## config.mk

```make
export PLATFORM = sky130hd
export DESIGN_NAME = addr_loader
export DESIGN_NICKNAME = d
export VERILOG_FILES = /design/src/rtl/addr_loader.sv
export SDC_FILE = /design/constraint.sdc
export NUM_CORES = 1
export LEC_CHECK = 0
export ABC_AREA = 1
export CAP_MARGIN = 20
export CORE_MARGIN = 5
export CORE_UTILIZATION = 54
export CTS_CLUSTER_SIZE = 30
export DETAILED_ROUTE_END_ITERATION = 6
export PLACE_DENSITY = 0.87
export SYNTH_ARGS = -nofsm -noshare
export SYNTH_HDL_FRONTEND = slang
export SYNTH_SLANG_ARGS = --single-unit
```

## constraint.sdc

```tcl
create_clock -name clk -period 1.72 [get_ports clk]
set_input_delay 0.258 -clock clk [delete_from_list [all_inputs] [get_ports clk]]
set_output_delay 0.258 -clock clk [all_outputs]
set_load 0.02 [all_outputs]
```

## src/rtl/addr_loader.sv

```systemverilog
// Serial address front end: receives a framed MSB-first address from the AVR,
// synchronises it into the clk domain, commits it to the SRAM address, and
// auto-increments on each access-done pulse.
module addr_loader #(
  parameter int unsigned ADDR_W      = 21,
  parameter int unsigned SYNC_STAGES = 2
) (
  input  logic              clk,
  input  logic              reset,
  input  logic              sclk,
  input  logic              sdi,
  input  logic              sel_n,
  input  logic              inc,
  output logic [ADDR_W-1:0] addr,
  output logic              addr_valid,
  output logic              done,
  output logic              frame_err,
  output logic              busy
);

  localparam int unsigned CNT_W = $clog2(ADDR_W + 2);
  localparam logic [CNT_W-1:0] CNT_FULL = CNT_W'(ADDR_W);
  localparam logic [CNT_W-1:0] CNT_SAT  = CNT_W'(ADDR_W + 1);

  typedef enum logic [1:0] {
    IDLE   = 2'd0,
    SHIFT  = 2'd1,
    COMMIT = 2'd2
  } state_e;

  logic [SYNC_STAGES-1:0] sclk_sync_q, sclk_sync_d;
  logic [SYNC_STAGES-1:0] sdi_sync_q, sdi_sync_d;
  logic [SYNC_STAGES-1:0] sel_n_sync_q, sel_n_sync_d;
  logic                   sclk_prev_q, sclk_prev_d;
  logic                   sel_n_prev_q, sel_n_prev_d;

  state_e                 state_q, state_d;
  logic [ADDR_W-1:0]      shreg_q, shreg_d;
  logic [CNT_W-1:0]       cnt_q, cnt_d;
  logic [ADDR_W-1:0]      addr_q, addr_d;
  logic                   addr_valid_q, addr_valid_d;
  logic                   done_q, done_d;
  logic                   frame_err_q, frame_err_d;
  logic                   busy_q, busy_d;

  logic sclk_s, sdi_s, sel_n_s;
  logic sclk_rise, sel_fall, sel_rise;

  // Synchroniser chains and edge-detect history for the AVR inputs
  always_comb begin
    sclk_sync_d  = {sclk_sync_q[SYNC_STAGES-2:0], sclk};
    sdi_sync_d   = {sdi_sync_q[SYNC_STAGES-2:0], sdi};
    sel_n_sync_d = {sel_n_sync_q[SYNC_STAGES-2:0], sel_n};
    sclk_prev_d  = sclk_sync_q[SYNC_STAGES-1];
    sel_n_prev_d = sel_n_sync_q[SYNC_STAGES-1];
  end

  // Synchronised levels and edges seen by the FSM
  always_comb begin
    sclk_s    = sclk_sync_q[SYNC_STAGES-1];
    sdi_s     = sdi_sync_q[SYNC_STAGES-1];
    sel_n_s   = sel_n_sync_q[SYNC_STAGES-1];
    sclk_rise = sclk_s & ~sclk_prev_q;
    sel_fall  = ~sel_n_s & sel_n_prev_q;
    sel_rise  = sel_n_s & ~sel_n_prev_q;
  end

  // Next-state, shift path, address update and flags
  always_comb begin
    state_d      = state_q;
    shreg_d      = shreg_q;
    cnt_d        = cnt_q;
    addr_d       = addr_q;
    addr_valid_d = addr_valid_q;
    done_d       = 1'b0;
    frame_err_d  = frame_err_q;

    case (state_q)
      IDLE: begin
        if (inc) addr_d = ADDR_W'(addr_q + 1'b1);
        if (sel_fall) begin
          state_d = SHIFT;
          cnt_d   = '0;
          shreg_d = '0;
        end
      end
      SHIFT: begin
        if (inc) addr_d = ADDR_W'(addr_q + 1'b1);
        if (sel_rise) begin
          if (cnt_q == CNT_FULL) begin
            state_d = COMMIT;
          end else begin
            // Short or over-long frame: drop it, keep the current address
            frame_err_d = 1'b1;
            shreg_d     = '0;
            state_d     = IDLE;
          end
        end else if (sclk_rise) begin
          shreg_d = {shreg_q[ADDR_W-2:0], sdi_s};
          if (cnt_q != CNT_SAT) cnt_d = CNT_W'(cnt_q + 1'b1);
        end
      end
      COMMIT: begin
        // A coincident inc is dropped: the freshly loaded address wins
        addr_d       = shreg_q;
        addr_valid_d = 1'b1;
        done_d       = 1'b1;
        frame_err_d  = 1'b0;
        state_d      = IDLE;
      end
      default: state_d = IDLE;
    endcase

    busy_d = (state_d != IDLE);
  end

  // State and datapath registers
  always_ff @(posedge clk or negedge reset) begin
    if (!reset) begin
      sclk_sync_q  <= '0;
      sdi_sync_q   <= '0;
      sel_n_sync_q <= '1;
      sclk_prev_q  <= 1'b0;
      sel_n_prev_q <= 1'b1;
      state_q      <= IDLE;
      shreg_q      <= '0;
      cnt_q        <= '0;
      addr_q       <= '0;
      addr_valid_q <= 1'b0;
      done_q       <= 1'b0;
      frame_err_q  <= 1'b0;
      busy_q       <= 1'b0;
    end else begin
      sclk_sync_q  <= sclk_sync_d;
      sdi_sync_q   <= sdi_sync_d;
      sel_n_sync_q <= sel_n_sync_d;
      sclk_prev_q  <= sclk_prev_d;
      sel_n_prev_q <= sel_n_prev_d;
      state_q      <= state_d;
      shreg_q      <= shreg_d;
      cnt_q        <= cnt_d;
      addr_q       <= addr_d;
      addr_valid_q <= addr_valid_d;
      done_q       <= done_d;
      frame_err_q  <= frame_err_d;
      busy_q       <= busy_d;
    end
  end

  assign addr       = addr_q;
  assign addr_valid = addr_valid_q;
  assign done       = done_q;
  assign frame_err  = frame_err_q;
  assign busy       = busy_q;

endmodule

```

==> impl_metrics.env <==
export IMPL_cts_htree_levels=3
export IMPL_fin_skew_ns=0.0131
export IMPL_ys_flop_type="dfrtp_1"
export IMPL_rsz0062_at_grt="no"
export IMPL_arrival_ns=1.40
export IMPL_wl_um=6800
export IMPL_fp_dieH_um=86.8
export IMPL_drive_gt1_frac=0.132
export IMPL_wl_per_cell_um=13.2
export IMPL_dieArea_um2=7530
export IMPL_finalSetupViolCount=0
export IMPL_avgViaCountPerCell=5.23
export IMPL_ir_drop_uv=662
export IMPL_path_buf_inv=1
export IMPL_ant_nets=0
export IMPL_outcome="finished clean"
export IMPL_drt_first_iter_violations=167
export IMPL_postLayoutCoreUtil=0.650
export IMPL_setup_slack_ns=0.0571
export IMPL_required_ns=1.46
export IMPL_power_density_nw_per_um2=1060
export IMPL_track_usage=0.201
export IMPL_clock_sinks=61
export IMPL_cp_max_fo=6
export IMPL_cpPeakStageDelay_ns=0.64
export IMPL_finalPower_mw=4.00
export IMPL_fin_crit_sh=0.967
export IMPL_drtPass1Iterations=5
export IMPL_r2r_start="sel_n_sync_q[1]"
export IMPL_dp_hpwl_um=4790
export IMPL_cts_root_buf="clkbuf_8"
export IMPL_diodes=0
export IMPL_numCtsBuffers=9
export IMPL_clk_pin_slew_ns=0.07
export IMPL_start_util=0.547
export IMPL_worstHoldStart="sel_n"
export IMPL_drc=0
export IMPL_critPathTopFamily="buffers and inverters"
export IMPL_avgSynthCellArea_um2=8.00
export IMPL_portBuffers=30
export IMPL_syn_inst=398
export IMPL_startpoint_type="register"
export IMPL_p_leak_nw=1.90
export IMPL_maxSlewViolCount=0
export IMPL_areaGrowthSynthToFinish_pct=18.8
export IMPL_pre_cts_ws_ns=0.170
export IMPL_netlist_area_um2=3180
export IMPL_synth_nets=408
export IMPL_post_cts_buffers=0
export IMPL_crit_chain="clkdlybuf4s50_1"
export IMPL_synth_edf_count=0
export IMPL_critPathKind="reg -> out"
export IMPL_crit_path_top_delay_cell="clkdlybuf4s50_1"
export IMPL_die_w_um=86.8
export IMPL_gr_total_overflow=0
export IMPL_worst_pin_slew_ns=0.662
export IMPL_clk_latency_ns=0.34
export IMPL_clock_path_buffers=2
export IMPL_finalHoldViolCount=0
export IMPL_synth_cell_types=28
export IMPL_tritoncts="built"
export IMPL_std_cell_rows=28
export IMPL_grt_pass1_vias=2632
export IMPL_fin_setup_tns_ns=0
export IMPL_synth_seq_area_share=0.481
export IMPL_whs_ns=0.330
export IMPL_core_um2=5820
export IMPL_synth_async_reset_ratio=1.00
export IMPL_ys_ff_latch=61
export IMPL_fillCellCount=478
export IMPL_synth_warning_count=0
export IMPL_drv_cap=0
export IMPL_vias=2688
export IMPL_grt_first_pass_wirelength_um=11800
export IMPL_nets=445
export IMPL_antenna_found_initial=0
export IMPL_cp_end_kind="primary output"
export IMPL_fin_crit_ns=1.66
export IMPL_io_pins=31
export IMPL_maxSlewHeadroom=0.558
export IMPL_place_congestion=0.872
export IMPL_worstHoldPathType="in -> reg"
export IMPL_fmax_mhz=601
export IMPL_startpoint="addr[16]"
export IMPL_grt_start_max_net_pins=45
-- Yosys cell counts (all sizes together) (2+ instances only) --
| master | n | share of area |
|---|---|---|
| dfstp | 3 | 0.025 |
| nand2 | 153 | 0.18 |
| inv | 49 | 0.058 |
| nand4 | 5 | 0.0098 |
| nand3 | 25 | 0.043 |
| o211ai | 5 | 0.012 |
| xor2 | 8 | 0.022 |
| o21ai | 42 | 0.090 |
| ha | 4 | 0.016 |
| dfrtp | 58 | 0.46 |
| nor3 | 2 | 0.0031 |
| nor2 | 27 | 0.040 |
| buf | 10 | 0.026 |
-- stage by stage --
step	instance area (um^2)	std cells
2_1_floorplan	3180	398
3_3_place_gp	3570	498
3_5_place_dp	3570	498
4_1_cts	3750	514
5_1_grt	3780	514
6_report	3780	514
-- metal layers --
layer,up-vias,GRT usage,part of all wire
met5,-,0,0
met4,0,0.0737,0.0059
met3,4,0.0589,0.062
met2,100,0.342,0.50
met1,1259,0.240,0.43
li1,1325,-,-
-- flip-flops by register name, indices dropped and copies added, names as in the netlist, 2 cells and up --
| name | flops |
|---|---|
| cnt_q | 5 |
| state_q | 2 |
| sel_n_sync_q | 2 |
| sdi_sync_q | 2 |
| sclk_sync_q | 2 |
| shreg_q | 21 |
| addr | 21 |
-- where the power goes --
part           switching (mW)  leakage, nW  internal (mW)  total (mW)
logic                   0.603         1.02          0.408        1.01
registers               0.220        0.794           1.61        1.82
clock network           0.533       0.0926          0.633        1.17
total                    1.36         1.90           2.65        4.00
-- kinds of logic (layout without fill, tap and decap cells) --
family          Yosys count  count (layout)  synth area share
flops                    61              61             0.481
buf+inv                  60             101            0.0845
xor+xnor                  8               8            0.0220
fa+ha+maj                 4               4            0.0157
simple gates            214             214             0.285
compound gates           51              51             0.112
-- what timing repair did --
| item | in CTS | in global routing |
|---|---|---|
| hold endpoints to repair | 17 | 0 |
| setup endpoints to repair | 0 | 11 |
| resized for setup | 0 | 11 |
| hold buffers | 1 | 0 |
-- area by class of cell --
cell class / instances / area, um^2 / share of cell area
multi-input cells: 277 / 1380 / 0.366
flip-flops and latches: 61 / 1530 / 0.405
repair buffers: 36 / 408 / 0.108
well taps: 75 / 93.8 / 0.0248
clock inverters: 1 / 5.00 / 0.00132
clock buffers: 14 / 173 / 0.0457
inverters: 50 / 188 / 0.0496
-- path summary, 6_finish.rpt --
path                                    to  slack (ns)  cells past startpoint
min                        sel_n_sync_q[0]        0.33                      1
max reg2reg                    shreg_q[13]        0.16                      9
max                               addr[16]        0.06                      1
min reg2reg                 sclk_sync_q[1]        0.35                      0
max in group asynchronous     sel_n_prev_q        0.67                      3
min in group asynchronous         addr[19]        0.40                      2
-- placed cells by master (no fill, tap or decap), drive strengths merged --
master and n:
clkbuf 14, clkdlybuf4s50 18, nor3 2, clkinv 2, buf 6, o221ai 1
nand3b 1, nand2 153, dlygate4sd3 1, o211ai 5, nand3 25, o21bai 1
nand4 5, or2 1, dlymetal6s2s 11, dfrtp 58, o21ai 42, inv 49
nor2 27, dfstp 3, a21o 1, ha 4, a22o 1, xor2 8
(Power assumes the default switching activity.)
